==> config.mk <==
export PLATFORM = sky130hd
export DESIGN_NAME = jump_trajectory
export DESIGN_NICKNAME = d
export VERILOG_FILES = /design/src/rtl/jump_pkg.sv /design/src/rtl/jump_trajectory_tick_gen.sv /design/src/rtl/jump_trajectory.sv
export SDC_FILE = /design/constraint.sdc
export NUM_CORES = 1
export LEC_CHECK = 0
export CAP_MARGIN = 20
export CORE_ASPECT_RATIO = 0.75
export CORE_MARGIN = 3
export CORE_UTILIZATION = 40
export CTS_CLUSTER_DIAMETER = 100
export DETAILED_ROUTE_END_ITERATION = 12
export GPL_TIMING_DRIVEN = 1
export PLACE_DENSITY = 0.61
export SLEW_MARGIN = 20
export SYNTH_ARGS = -nofsm -noshare
export SYNTH_HDL_FRONTEND = slang
export SYNTH_SLANG_ARGS = --single-unit
export TNS_END_PERCENT = 1
==> constraint.sdc <==
create_clock -name clk_machine -period 3.25 [get_ports clk_machine]
set_clock_uncertainty 0.15 [all_clocks]
set_input_delay 0.975 -clock clk_machine [delete_from_list [all_inputs] [get_ports clk_machine]]
set_output_delay 0.975 -clock clk_machine [all_outputs]
set_load 0.005 [all_outputs]
==> src/rtl/jump_pkg.sv <==
// Shared definitions for the jump physics stage: FSM encoding, launch-speed limit,
// output ranges and default tick/shift parameters.
package jump_pkg;

  typedef enum logic [1:0] {
    ST_IDLE = 2'd0,
    ST_FLY  = 2'd1,
    ST_DONE = 2'd2,
    ST_REL  = 2'd3
  } state_t;

  localparam int V_MAX        = 127;
  localparam int DIST_MAX     = 253;
  localparam int HEIGHT_MAX   = 254;
  localparam int TICK_DIV_DEF = 50000;
  localparam int H_SHIFT_DEF  = 5;
  localparam int D_SHIFT_DEF  = 7;

  function automatic logic [14:0] sat15(input logic [14:0] x, input int lim);
    return (x > 15'(lim)) ? 15'(lim) : x;
  endfunction

endpackage

==> src/rtl/jump_trajectory_tick_gen.sv <==
// Free-running divider: counts 0..DIV-1 while enabled and asserts tick on the last count.
// Synchronous clear restarts the count so a new jump always gets a full first tick period.
module tick_gen #(
  parameter int DIV = 4
) (
  input  logic clk_machine,
  input  logic rst_machine,
  input  logic clr,
  input  logic en,
  output logic tick
);

  localparam int W = (DIV > 1) ? $clog2(DIV) : 1;
  localparam logic [W-1:0] LAST = W'(DIV - 1);

  logic [W-1:0] cnt;

  assign tick = en && (cnt == LAST);

  always_ff @(posedge clk_machine or posedge rst_machine) begin
    if (rst_machine) begin
      cnt <= '0;
    end else if (clr) begin
      cnt <= '0;
    end else if (en) begin
      cnt <= tick ? '0 : cnt + W'(1);
    end
  end

endmodule

==> src/rtl/jump_trajectory.sv <==
// Ballistic jump integrator: latches launch speed, steps height/distance once per physics tick,
// and pulses o_jump_done on landing; REL holds off relaunch until the FSM drops i_jump_en.
module jump_trajectory
  import jump_pkg::*;
#(
  parameter int TICK_DIV = TICK_DIV_DEF,
  parameter int H_SHIFT  = H_SHIFT_DEF,
  parameter int D_SHIFT  = D_SHIFT_DEF
) (
  input  logic        clk_machine,
  input  logic        rst_machine,
  input  logic        i_jump_en,
  input  logic [10:0] i_v_init,
  output logic        o_jump_done,
  output logic [10:0] o_jump_dist,
  output logic [8:0]  o_jump_height
);

  state_t             state, state_nx;
  logic        [6:0]  v_q, v_in;
  logic signed [7:0]  vy;
  logic signed [14:0] h_acc, h_next;
  logic        [14:0] d_acc;
  logic               tick, landing;
  logic               done_d;
  logic        [8:0]  height_d;
  logic        [10:0] dist_d;

  tick_gen #(.DIV(TICK_DIV)) u_tick (
    .clk_machine(clk_machine),
    .rst_machine(rst_machine),
    .clr        (state == ST_IDLE),
    .en         (state == ST_FLY),
    .tick       (tick)
  );

  assign v_in    = (i_v_init > 11'(V_MAX)) ? 7'(V_MAX) : i_v_init[6:0];
  assign h_next  = h_acc + {{7{vy[7]}}, vy};
  // Landing only on the way down, so a zero-height start is not mistaken for touchdown.
  assign landing = vy[7] && (h_next[14] || (h_next == '0));

  always_ff @(posedge clk_machine or posedge rst_machine) begin
    if (rst_machine) state <= ST_IDLE;
    else             state <= state_nx;
  end

  always_comb begin
    state_nx = state;
    case (state)
      ST_IDLE: if (i_jump_en) state_nx = (v_in == '0) ? ST_DONE : ST_FLY;
      ST_FLY: begin
        if (tick && landing) state_nx = ST_DONE;
        else if (!i_jump_en) state_nx = ST_IDLE;
      end
      ST_DONE: state_nx = ST_REL;
      ST_REL:  if (!i_jump_en) state_nx = ST_IDLE;
      default: state_nx = ST_IDLE;
    endcase
  end

  always_comb begin
    done_d   = (state == ST_DONE);
    height_d = 9'(sat15($unsigned(h_acc) >> H_SHIFT, HEIGHT_MAX));
    dist_d   = 11'(sat15(d_acc >> D_SHIFT, DIST_MAX));
  end

  always_ff @(posedge clk_machine or posedge rst_machine) begin
    if (rst_machine) begin
      v_q   <= '0;
      vy    <= '0;
      h_acc <= '0;
      d_acc <= '0;
    end else begin
      case (state)
        ST_IDLE: begin
          if (i_jump_en) begin
            v_q   <= v_in;
            vy    <= $signed({1'b0, v_in});
            h_acc <= '0;
            d_acc <= '0;
          end
        end
        ST_FLY: begin
          // A landing tick takes priority over an abort arriving in the same cycle.
          if (tick && landing) begin
            h_acc <= '0;
            d_acc <= d_acc + {8'b0, v_q};
          end else if (!i_jump_en) begin
            h_acc <= '0;
          end else if (tick) begin
            h_acc <= h_next;
            vy    <= vy - 8'sd1;
            d_acc <= d_acc + {8'b0, v_q};
          end
        end
        default: ;
      endcase
    end
  end

  always_ff @(posedge clk_machine or posedge rst_machine) begin
    if (rst_machine) begin
      o_jump_done   <= 1'b0;
      o_jump_height <= '0;
      o_jump_dist   <= '0;
    end else begin
      o_jump_done   <= done_d;
      o_jump_height <= height_d;
      o_jump_dist   <= dist_d;
    end
  end

endmodule

=== Word-level counts from Yosys, hierarchy flattened ===
Index checks and enable logic that the tools add are counted.

* Flip-flop bits (word level): 81
* Bits in latches: 0
* Bits in writable memories: 0
* Bits in read-only memories: 0
* Input bits: 14
* Output and inout bits: 21
* Word-level logic and storage cells: 64
* Memories kept: 0

* Add/subtract/negate cells: 4
* Multiply operators: 0
* Div/mod/pow operators: 0
* Order comparisons: 3
* Equality and inequality tests: 11
* Shift-type cells: 0
* Muxes and demuxes: 25
* Bitwise operators: 0
* Reduce and logical (&&, ||, !) cells: 12

{| class="wikitable"
|+ Operators with widths
! kind !! number
|-
| 15-bit two-way mux || 7
|-
| 15-bit one-hot mux with 2 select lines || 2
|-
| 16-bit two-way mux || 3
|-
| 8-bit two-way mux || 5
|-
| 16-bit by 1-bit adder with 16-bit output, second input constant || 1
|-
| 16-bit equality test, second input constant || 1
|-
| 8-bit one-hot mux with 2 select lines || 1
|-
| 15-bit adder || 1
|-
| 15-bit by 7-bit adder with 15-bit output || 1
|-
| 15-bit zero test || 1
|-
| 11-bit by 7-bit greater-than comparator with 1-bit output, second input constant || 1
|-
| 10-bit by 8-bit greater-than comparator with 1-bit output, second input constant || 1
|-
| 9-bit two-way mux || 1
|-
| 8-bit greater-than comparator, second input constant || 1
|-
| 2-bit two-way mux || 4
|-
| 2-bit != test, second input constant || 4
|-
| 2-bit one-hot mux with 4 select lines || 1
|-
| 8-bit by 2-bit subtractor with 8-bit output, second input constant || 1
|-
| 7-bit zero test || 1
|-
| 7-bit two-way mux || 1
|-
| 3-bit != test, second input constant || 2
|-
| 5-bit AND reduction || 1
|-
| 2-bit equality test, second input constant || 2
|-
| 4-bit != test, second input constant || 1
|-
| other kinds (8) || 10
|}

=== Longest topological paths before layout ===
Gate-level depths: netlist of run 1.

* Depth after elaboration: 7
* Depth in mapped cells: 12
* Mapped depth without buffers: 10

=== By module ===
A second synthesis of run 1 with hierarchy kept.

* Cells, all modules: 514
* Area total of the unflattened synthesis: 4835.9 µm²

{| class="wikitable"
|+ By module, submodules not included
! module !! instances !! cells an instance !! area each (µm²)
|-
| jump_trajectory || 1 || 407 || 3897.5
|-
| tick_gen || 1 || 107 || 938.4
|}

=== Worst setup path after synthesis of run 1 ===
No wires, ideal clock.

* Path kind: flip-flop to flip-flop
* Start point: register vy[0]
* End point: register h_acc[0]
* Setup time: 0.121 ns
* Arrival: 3.245 ns
* Data required time: 2.979 ns
* Setup slack: -0.266 ns
* Stages on the path, launching flop included: 12
* Cells stage by stage: dfrtp_1 -> ha_1 -> fa_1 -> xnor2_1 -> inv_1 -> or3_1 -> or4_1 -> or4_4 -> o221ai_4 -> nor3_2 -> buf_6 -> a22o_1

* Cells in the longest elaborated chain, start to end: 7
* Elaborated cells between the ends (all ways): 11
* Those cells by class: add/sub: 1; eq/ne: 1; mux: 4; reduce/logical: 5

{| class="wikitable"
|+ Ends and longest elaborated chain
! element !! RTL line !! RTL
|-
| from (decl) || jump_trajectory.sv:21 || <nowiki>logic signed [7:0] vy;</nowiki>
|-
| from (signal assigned) || jump_trajectory.sv:78 || <nowiki>vy <= $signed({1'b0, v_in});</nowiki>
|-
| from (signal assigned) || jump_trajectory.sv:92 || <nowiki>vy <= vy - 8'sd1;</nowiki>
|-
| 15-bit adder (*) || jump_trajectory.sv:38 || <nowiki>assign h_next = h_acc + {{7{vy[7]}}, vy};</nowiki>
|-
| 15-bit zero test || jump_trajectory.sv:40 || <nowiki>assign landing = vy[7] && (h_next[14] || (h_next == '0));</nowiki>
|-
| 1-bit logical OR || jump_trajectory.sv:40 ||
|-
| 1-bit logical AND || jump_trajectory.sv:40 ||
|-
| 1-bit logical AND || jump_trajectory.sv:85 || <nowiki>if (tick && landing) begin</nowiki>
|-
| 4-bit != test (no source line) / 15-bit two-way mux (equally long branches) || -- ||
|-
| 3-bit AND reduction (no source line) / 15-bit one-hot mux with 2 select lines (equally long branches) || -- ||
|-
| to (signal assigned) || jump_trajectory.sv:91 || <nowiki>h_acc <= h_next;</nowiki>
|-
| to (decl) || jump_trajectory.sv:22 || <nowiki>logic signed [14:0] h_acc, h_next;</nowiki>
|}

Every way passes the cells marked *; elsewhere a longest branch is shown, timed or not. The select of a mux whose other input is x is not followed.
A chain may end at the register's enable or synchronous reset.

=== Worst setup path in the final report of run 1 ===
* Start point: register vy[0]
* End point: register vy[1]

* Cells in the longest elaborated chain, start to end: 7
* Elaborated cells between the ends (all ways): 12
* Those cells by class: add/sub: 2; eq/ne: 1; mux: 4; reduce/logical: 5

{| class="wikitable"
|+ Ends and longest elaborated chain
! element !! RTL line
|-
| 15-bit adder || jump_trajectory.sv:38
|-
| 15-bit zero test || jump_trajectory.sv:40
|-
| 1-bit logical OR || jump_trajectory.sv:40
|-
| 1-bit logical AND || jump_trajectory.sv:40
|-
| 1-bit logical AND || jump_trajectory.sv:85
|-
| 2-bit != test (no source line) || --
|-
| 5-bit AND reduction (no source line) || --
|}

Parallel ways exist; a longest one is shown, timed or not. The select of a mux whose other input is x is not followed.

==> results.py, run 1 <==
metrics = {
    "grt": {
        "grtUsageTotal_pct": 19.49,
        "grt-ovfl-total": 0,
        "antenna_found_initial": 0,
        "grt_max_degree": 51,
        "grt_pass1_vias": 4265,
        "grt_pass1_wl_um": 21250,
    },
    "detailed_routing": {
        "drc": 0,
        "drt_first_pass_iters": 4,
        "wirelength_um": 12840,
        "drtAntennaViolNets": 0,
        "routed-via-count": 4484,
        "wl_per_cell_um": 15.86,
        "via_per_inst": 5.536,
        "drtIter0Drc": 188,
    },
    "placement": {
        "io_buffers": 31,
        "pre_cts_ws_ps": -300.4,
        "gp_congestion": 0.9675,
        "dp_hpwl_um": 9944,
        "placedInstanceArea_sq_um": 6097,
    },
    "synth": {
        "synth_mux_area_share_pct": 1.200,
        "synthAdderAreaFrac_pct": 6.689,
        "synth_seq_area_share_pct": 41.36,
        "yosysWarnings": 0,
        "synth_area_sq_um": 4901,
        "synth_compound_area_share_pct": 22.80,
        "syn_area_per_cell_sq_um": 9.212,
        "synthSimpleGateAreaFrac_pct": 20.25,
        "synth-xor-area-share_pct": 2.859,
        "syn_inst": 532,
        "synth_seq_cells": 81,
        "yosys.cell_types.count": 68,
        "yosys_most_used_dff": "dfrtp_1",
        "synth_edf_count": 0,
        "async_flop_share_pct": 100.0,
        "synth_top_family_by_area": "compound AO/OA/AOI/OAI gates",
    },
    "status": {
        "violations": "setup timing",
        "status": "complete, but fails checks",
    },
    "timing": {
        "relSlewSlack_pct": 61.48,
        "min_period_over_period_pct": 109.0,
        "max_freq_mhz": 282.3,
        "hold_viol": 0,
        "slew_violations": 0,
        "hold_ws_ps": 283.0,
        "worst_pin_slew_ps": 573.3,
        "min_period_ps": 3542,
        "rsz0062_at_grt": "true",
        "finalSetupViolations": 39,
        "layout_setup_ws_ps": -292.5,
    },
    "setup_path": {
        "crit_type": "flip-flop to flip-flop",
        "worst_path_max_delay_cell": "or4_4",
        "crit_fanout": 9,
        "crit_required_ps": 3320,
        "startpoint_type": "flip-flop",
        "worst_path_largest_cell_delay_ps": 520,
        "startpoint": "vy[0]$_DFFE_PP0P_",
        "cp.arrival_ps": 3610,
        "r2r_slack_ps": -290,
        "r2r_cells": 11,
        "rr_startpoint": "vy[0]$_DFFE_PP0P_",
        "rr_endpoint": "vy[1]$_DFFE_PP0P_",
        "worstPathCellList": "ha_4, fa_2, xnor2_2, inv_1, or3_1, or4_1, or4_4, o221ai_4, buf_12, nor2_4, mux2_4",
        "cp-endpoint": "vy[1]$_DFFE_PP0P_",
        "endpoint_kind": "flip-flop",
    },
    "final_layout": {
        "fillers": 1077,
        "n_antenna_cell": 0,
        "postLayoutCellArea_sq_um": 6509,
        "nets": 682,
        "area_delta_synth_final_pct": 32.81,
        "layout_common_cells": "buf_4, dfrtp_1, nand2_1, nor2_1, o21ai_0",
        "drive_above_1_share_pct": 22.99,
        "layout_commonest_cell": "buf_4",
    },
    "floorplanning": {
        "dieHeight_um": 101.9,
        "fp.dieArea_sq_um": 13630,
        "core_area_sq_um": 11780,
        "initial_core_util_pct": 41.59,
        "fp.dieW_um": 133.8,
        "num_rows": 34,
        "ios": 35,
    },
    "clocking": {
        "cts.sinks": 81,
        "cts_root_buf": "clkbuf_16",
        "tritoncts": "done",
        "htree_levels": 3,
        "clk_pin_slew_ps": 70,
        "insertion_delay_ps": 340,
        "cts_buffer_depth": 2,
        "cts_buffers": 9,
        "post_cts_buffers": 0,
    },
    "power": {
        "power_density_nw_per_um2": 729.4,
        "peakVddDrop_v": 0.0003327,
        "p_leak_nw": 3.048,
        "p_total_mw": 4.748,
    },
    "run": {
        "maxCapViolCount": 0,
    },
    "hold_path": {
        "hold_class": "flip-flop to flip-flop",
    },
}
## through the flow
stage	std cells	util, %	setup TNS [ps]
global placement	794	51.74	-5608
global route	810	55.23	-11220
CTS	810	54.98	-5763
finish	810	55.23	-6297
detailed placement	794	51.74	-7033
floorplan	535	-	-958.9
## layout make-up
class / instances / area [sq um] / share of cell area [%]
inverter: 21 / 80.08 / 1.230
clock inverter: 6 / 95.09 / 1.461
multi-input combinational: 400 / 2750 / 42.25
clock buffer: 10 / 239.0 / 3.672
tap: 162 / 202.7 / 3.114
sequential: 81 / 2027 / 31.14
timing repair buffer: 130 / 1115 / 17.13
## flip-flops by register name (all words and copies together) (netlist names)
register       count
o_jump_done        1
vy                 8
u_tick.cnt        16
o_jump_dist        8
o_jump_height      9
h_acc             15
d_acc             15
state              2
v_q                7
## cell families (layout without fill, tap and decap cells)
group           Yosys count  after routing
buf+inv                  54            167
other cells               1              4
xor+xnor                 16             16
simple gates            186            186
fa+ha+maj                25             25
mux                       5              5
flops                    81             81
compound gates          164            164
## critical path, delay by kind of cell, from the launching register on
family | cells | cell delay (ps)
buffers and inverters | 2 | 240
XOR/XNOR | 1 | 180
adder cells (fa/ha/maj) | 2 | 590
multiplexers | 1 | 290
flip-flops | 1 | 420
AO/OA/AOI/OAI | 1 | 290
AND/OR/NAND/NOR | 4 | 1260
## per-layer routing
layer / vias up / part of all wire [%] / track usage, %
met5: - / 0 / 0
met4: 0 / 0.90 / 4.506
met3: 9 / 5.3 / 4.331
met2: 107 / 44 / 29.38
met1: 2181 / 50 / 28.81
li1: 2187 / - / -
## synth_stat cells (all sizes together) (5+ instances only)
cell / instances / share of area (%)
a211oi: 7 / 1.1
a21o: 13 / 2.0
a21oi: 33 / 3.4
a22o: 19 / 3.4
a31o: 6 / 1.1
a31oi: 5 / 0.64
and3: 11 / 1.4
buf: 9 / 1.3
clkbuf: 24 / 1.8
dfrtp: 81 / 41
ha: 23 / 5.9
inv: 20 / 1.5
nand2: 46 / 3.5
nand3: 18 / 1.8
nand4: 8 / 1.1
nor2: 40 / 3.1
nor3: 11 / 1.2
o211ai: 7 / 1.2
o21ai: 40 / 4.1
o22ai: 6 / 0.77
or3: 11 / 1.4
or4: 7 / 1.1
xnor2: 12 / 2.1
## worst min path at each step
| stage | startpoint | end | cells after the start |
|---|---|---|---|
| after global placement | d_acc[11]$_DFFE_PP0P_ | o_jump_dist[4]$_DFF_PP0_ | 0 |
| after global routing | d_acc[13]$_DFFE_PP0P_ | o_jump_dist[6]$_DFF_PP0_ | 0 |
| after CTS | d_acc[13]$_DFFE_PP0P_ | o_jump_dist[6]$_DFF_PP0_ | 0 |
| after floorplan | u_tick.cnt[15]$_DFFE_PP0P_ | u_tick.cnt[15]$_DFFE_PP0P_ | 1 |
| final | d_acc[10]$_DFFE_PP0P_ | o_jump_dist[3]$_DFF_PP0_ | 0 |
| after detailed placement | d_acc[13]$_DFFE_PP0P_ | o_jump_dist[6]$_DFF_PP0_ | 0 |
## timing repair
| action | 4_1_cts | 5_1_grt |
|---|---|---|
| setup endpoints to repair | 39 | 41 |
| hold buffers | 0 | 0 |
| pin swaps | 4 | 0 |
| resized for setup | 9 | 4 |
## report_power, final
group / switching (mW) / internal (mW)
combinational: 1.10 / 1.20
sequential: 0.134 / 1.19
clock: 0.424 / 0.703
No activity file was read; power rests on OpenSTA's default activity.
==> run 2: changes to the inputs <==
- PLACE_DENSITY: 0.61 -> default
- SKIP_LAST_GASP: default -> 1
==> run 2 against run 1 <==
The flow still finishes with violations (setup timing). Setup slack improved by 33 ps. Cell area decreased by 2.7%. Sequential cell count unchanged. Die area unchanged. Global-route usage increased by 0.41 points. Sequential power about the same. Largest power group unchanged. Critical path depth increased by 1. Total power decreased by 5.3%.
==> results.py, run 2 (synthesis results as in run 1) <==
metrics = {
    "detailed_routing": {
        "wl_per_cell_um": 16.36,
        "drt_first_pass_iters": 5,
        "drtIter0Drc": 313,
        "routed-via-count": 4470,
        "via_per_inst": 5.581,
        "wirelength_um": 13100,
        "drtAntennaViolNets": 0,
        "drc": 0,
    },
    "setup_path": {
        "cp.arrival_ps": 3580,
        "rr_startpoint": "vy[0]$_DFFE_PP0P_",
        "crit_required_ps": 3320,
        "startpoint": "vy[0]$_DFFE_PP0P_",
        "r2r_cells": 12,
        "endpoint_kind": "flip-flop",
        "crit_fanout": 8,
        "crit_type": "flip-flop to flip-flop",
        "startpoint_type": "flip-flop",
    },
    "floorplanning": {
        "fp.dieW_um": 133.8,
        "num_rows": 34,
        "core_area_sq_um": 11780,
        "ios": 35,
        "fp.dieArea_sq_um": 13630,
        "dieHeight_um": 101.9,
        "initial_core_util_pct": 41.59,
    },
    "timing": {
        "relSlewSlack_pct": 55.27,
        "min_period_ps": 3509,
        "tns_ps": -7770,
        "finalSetupViolations": 40,
        "hold_viol": 0,
        "min_period_over_period_pct": 108.0,
        "slew_violations": 0,
        "layout_setup_ws_ps": -259.4,
        "worst_pin_slew_ps": 665.9,
        "rsz0062_at_grt": "true",
        "max_freq_mhz": 284.9,
    },
    "clocking": {
        "cts_buffers": 9,
        "cts-hold-fix-buffers": 0,
        "cts.sinks": 81,
        "htree_levels": 3,
        "cts_root_buf": "clkbuf_16",
        "insertion_delay_ps": 330,
        "tritoncts": "done",
        "clk_pin_slew_ps": 70,
        "cts_buffer_depth": 2,
    },
    "grt": {
        "grt-ovfl-total": 0,
        "antenna_found_initial": 0,
        "grt_max_degree": 82,
        "grt_pass1_wl_um": 22030,
        "grt_pass1_vias": 4332,
        "grtUsageTotal_pct": 19.90,
    },
    "final_layout": {
        "drive_above_1_share_pct": 21.13,
        "n_antenna_cell": 0,
        "layout_common_cells": "buf_4, dfrtp_1, nand2_1, nor2_1, o21ai_0",
        "largest_reg_flops": 16,
        "postLayoutCellArea_sq_um": 6336,
        "nets": 673,
        "reg_top3": "u_tick.cnt (16), d_acc (15), h_acc (15)",
        "regMostFlops": "u_tick.cnt",
        "utilization_pct": 53.77,
        "layout_commonest_cell": "buf_4",
        "area_delta_synth_final_pct": 29.28,
        "finalNonFillerCells": 801,
    },
    "placement": {
        "io_buffers": 31,
        "dp_hpwl_um": 9820,
        "dp.cells": 785,
        "placedInstanceArea_sq_um": 6030,
        "gp_congestion": 0.9373,
    },
    "power": {
        "pwr-share-comb_pct": 49.3,
        "peakVddDrop_v": 0.0004704,
        "p_switching_mw": 1.657,
        "p_leak_nw": 2.966,
        "sequentialPowerShare_pct": 29.3,
        "p_int_mw": 2.838,
        "p_total_mw": 4.495,
        "power_density_nw_per_um2": 709.4,
        "power_frac_clock_pct": 21.4,
        "switching_share_pct": 36.86,
    },
    "status": {
        "violations": "setup timing",
        "status": "complete, but fails checks",
    },
    "run": {
        "maxCapViolCount": 0,
    },
    "hold_path": {
        "hp-start": "d_acc[11]$_DFFE_PP0P_",
        "hold_depth": 0,
        "hold_class": "flip-flop to flip-flop",
    },
}
run 2: final timing paths:
kind / endpoint / slack (ps)
min in group asynchronous: o_jump_height[3]$_DFF_PP0_ / 910
min: o_jump_dist[4]$_DFF_PP0_ / 270
max reg2reg: h_acc[14]$_DFFE_PP0P_ / -260
max: h_acc[14]$_DFFE_PP0P_ / -260
min reg2reg: o_jump_dist[4]$_DFF_PP0_ / 270
max in group asynchronous: u_tick.cnt[2]$_DFFE_PP0P_ / 1700
run 2: what timing repair did:
action | CTS | global route
gates cloned | 0 | 0
setup buffers | 0 | 0
endpoints found under the hold margin | 0 | 0
setup endpoints to repair | 40 | 41
pin swaps | 5 | 3
resized for setup | 3 | 1
run 2: worst max-delay path, cell delays in order, from the launching register on:
cell and delay (ps):
dfrtp_1 410, ha_2 200, fa_2 400, a211oi_4 270
nor3_2 100, nor4bb_1 310, nor3_1 100, buf_4 150
or4_4 550, o221ai_4 300, buf_6 180, o31ai_1 80
a22o_1 200
run 2: layout make-up:
type	instances	area, sq um
flip-flops and latches	81	2027
inverters	21	80.08
multi-input cells	400	2696
clock buffers	10	239.0
repair buffers	121	1040
clock inverters	6	51.30
fillers	1081	5448
well taps	162	202.7
run 2: layer usage:
metal  share of wire (%)  GRT usage [%]  vias up
li1                    -              -     2162
met1                  49          29.72     2180
met2                  44          31.01      120
met3                 6.2          3.346        8
met4                0.61          3.478        0
met5                   0              0        -
run 2: power groups by stage:
stage	combinational [mW]	sequential [mW]	clock [mW]
4_1_cts	2.20	1.32	0.986
6_report	2.21	1.32	0.963
3_3_place_gp	2.11	1.32	0
2_1_floorplan	1.21	1.32	0
3_5_place_dp	2.16	1.33	0
5_1_grt	2.40	1.34	1.04
run 2: per-stage QoR:
step	hold slack [ps]	setup slack, ps
3_5_place_dp	261.5	-304.9
4_1_cts	276.4	-277.2
3_3_place_gp	261.4	-276.7
2_1_floorplan	286.8	-86.24
5_1_grt	293.2	-424.6
6_report	274.0	-259.4
==> run 3: changes to the inputs <==
- SYNTH_HIERARCHICAL: default -> 1
==> run 3 against run 2 <==
The flow still finishes with violations (setup timing). Fmax rose by 0.73%. Combinational power fell by 73%. Setup slack improved by 25 ps. Final cell count fell by 4.2%. Synthesized area fell by 1.3%. Sequential power fell by 12%. Clock power rose by 12%. Critical endpoint is now d_acc[0]$_DFFE_PP0P_. Largest power group is now registers.
==> results.py, run 3 <==
metrics = {
    "status": {
        "status": "complete, but fails checks",
        "violations": "setup timing",
    },
    "timing": {
        "hold_ws_ps": 285.5,
        "max_freq_mhz": 287.0,
        "tns_ps": -5338,
        "slew_violations": 0,
        "min_period_ps": 3484,
        "hold_viol": 0,
        "rsz0062_at_grt": "true",
        "layout_setup_ws_ps": -234.1,
        "min_period_over_period_pct": 107.2,
        "worst_pin_slew_ps": 611.0,
        "relSlewSlack_pct": 59.22,
        "finalSetupViolations": 34,
    },
    "synth": {
        "yosys_most_used_dff": "dfrtp_1",
        "synthDominantCellAreaShare_pct": 41.91,
        "yosysMostFrequentCell": "dfrtp_1",
        "syn_inst": 514,
        "yosysWarnings": 6,
        "synth_seq_area_share_pct": 41.91,
        "async_flop_share_pct": 100.0,
        "synth_area_sq_um": 4836,
        "syn_area_per_cell_sq_um": 9.408,
        "synth_common_cells": "dfrtp_1, nand2_1, nor2_1",
        "yosysTopAreaCell": "dfrtp_1",
        "synth_seq_cells": 81,
        "synth_edf_count": 0,
        "yosys.cell_types.count": 68,
        "synth_top_cells_by_area": "dfrtp_1, ha_1, o21ai_0, xnor2_1, a21oi_1",
    },
    "grt": {
        "antenna_found_initial": 0,
        "grtUsageTotal_pct": 19.08,
        "grt_pass1_wl_um": 20900,
        "grt_pass1_vias": 4062,
        "grt_max_degree": 66,
        "grt-ovfl-total": 0,
    },
    "clocking": {
        "insertion_delay_ps": 340,
        "cts_buffers": 9,
        "cts_buffer_depth": 2,
        "htree_levels": 3,
        "cts.sinks": 81,
        "clk_pin_slew_ps": 60,
        "tritoncts": "done",
        "cts_root_buf": "clkbuf_16",
    },
    "power": {
        "p_total_mw": 2.838,
        "power_density_nw_per_um2": 464.8,
        "p_leak_nw": 2.746,
        "peakVddDrop_v": 0.0002148,
    },
    "floorplanning": {
        "dieHeight_um": 101.2,
        "core_area_sq_um": 11700,
        "ios": 35,
        "fp.dieArea_sq_um": 13460,
        "initial_core_util_pct": 41.34,
        "fp.dieW_um": 133.0,
        "num_rows": 34,
    },
    "setup_path": {
        "worstPathCellList": "ha_2, fa_2, xor2_1, or3_1, or3_1, or4_4, nor4_4, a211oi_2, buf_6, buf_4, buf_4, o21ai_0, o21ai_1",
        "r2r_slack_ps": -230,
        "r2r_cells": 13,
        "rr_endpoint": "d_acc[0]$_DFFE_PP0P_",
        "startpoint_type": "flip-flop",
        "crit_type": "flip-flop to flip-flop",
        "endpoint_kind": "flip-flop",
        "worst_path_max_delay_cell": "or4_4",
        "crit_required_ps": 3320,
        "cp.arrival_ps": 3560,
        "worst_path_largest_cell_delay_ps": 430,
        "crit_fanout": 9,
        "rr_startpoint": "h_acc[0]$_DFFE_PP0P_",
    },
    "final_layout": {
        "layout_commonest_cell": "dfrtp_1",
        "n_antenna_cell": 0,
        "reg_top3": "u_tick/cnt (16), d_acc (15), h_acc (15)",
        "nets": 639,
        "drive_above_1_share_pct": 19.17,
        "largest_reg_flops": 16,
        "regMostFlops": "u_tick/cnt",
        "finalNonFillerCells": 767,
        "layout_common_cells": "dfrtp_1, buf_4, nand2_1, nor2_1, a21oi_1",
        "area_delta_synth_final_pct": 26.26,
    },
    "run": {
        "maxCapViolCount": 0,
    },
    "detailed_routing": {
        "drc": 0,
        "drtAntennaViolNets": 0,
        "wl_per_cell_um": 15.78,
        "wirelength_um": 12100,
        "drtIter0Drc": 320,
        "via_per_inst": 5.477,
        "routed-via-count": 4201,
        "drt_first_pass_iters": 5,
    },
    "placement": {
        "dp_hpwl_um": 8820,
        "dp.cells": 748,
        "gp_congestion": 0.9015,
        "io_buffers": 31,
        "pre_cts_ws_ps": -339.0,
    },
    "hold_path": {
        "holdPathEnd": "o_jump_dist[5]$_DFF_PP0_",
        "hp-start": "d_acc[12]$_DFFE_PP0P_",
        "hold_depth": 0,
        "hold_class": "flip-flop to flip-flop",
    },
}
## run 3: cell count changes after synthesis, moves of 7 or more
cell / previous run / this run
xnor2_1: 12 / 19
nand2b_1: 4 / 11
inv_1: 20 / 13
clkbuf_1: 24 / 14
o31ai_1: 3 / 10
a22o_1: 19 / 11
nand2_1: 46 / 38
## run 3: worst max path at each step
stage	start	endpoint	depth (start not counted)
2_1_floorplan	vy[0]$_DFFE_PP0P_	d_acc[7]$_DFFE_PP0P_	10
3_3_place_gp	h_acc[0]$_DFFE_PP0P_	d_acc[7]$_DFFE_PP0P_	12
3_5_place_dp	h_acc[0]$_DFFE_PP0P_	d_acc[7]$_DFFE_PP0P_	12
4_1_cts	h_acc[0]$_DFFE_PP0P_	d_acc[11]$_DFFE_PP0P_	12
5_1_grt	h_acc[0]$_DFFE_PP0P_	d_acc[7]$_DFFE_PP0P_	12
6_report	h_acc[0]$_DFFE_PP0P_	d_acc[0]$_DFFE_PP0P_	13
## run 3: cell families after synthesis
group | synth area share, %
simple gates | 21.04
compound gates | 21.14
flops | 41.91
buf+inv | 4.347
xor+xnor | 4.709
fa+ha+maj | 6.779
other cells | 0.07755
## run 3: per-stage QoR
stage	instance area, sq um	utilization [%]
2_1_floorplan	4868	-
3_3_place_gp	5733	49.01
3_5_place_dp	5733	49.01
4_1_cts	6095	52.10
5_1_grt	6106	52.19
6_report	6106	52.19
## run 3: where the power goes
| part | internal, mW | switching, mW | total (mW) |
|---|---|---|---|
| registers | 1.09 | 0.0742 | 1.16 |
| clock network | 0.672 | 0.406 | 1.08 |
| logic | 0.272 | 0.325 | 0.598 |
## run 3: cell type report
type / count / area [sq um]
clock buffers: 11 / 232.7
clock inverters: 5 / 80.08
fillers: 1074 / 5593
inverters: 13 / 48.80
multi-input cells: 394 / 2660
flip-flops and latches: 81 / 2029
well taps: 162 / 202.7
repair buffers: 101 / 852.1
## run 3: metal layers
layer  global-route usage [%]  vias to the layer above  part of all wire, %
li1                         -                     2066                    -
met1                    29.65                     2036                   53
met2                    27.42                       86                   43
met3                    2.929                       13                  3.5
met4                    5.351                        0                  1.3
met5                        0                        -                    0
## run 3: worst max-delay path: cells and delay by family, from the launching register on
family	cells	cell delay, ps
xor+xnor	1	160
compound gates	3	350
buf+inv	3	470
flops	1	390
simple gates	4	1240
fa+ha+maj	2	590
## run 3: timing repair
action	4_1_cts	5_1_grt
endpoints found under the setup margin	39	39
setup buffers	3	0
gates resized for setup	10	2
hold buffers	0	0
pin swaps	4	1
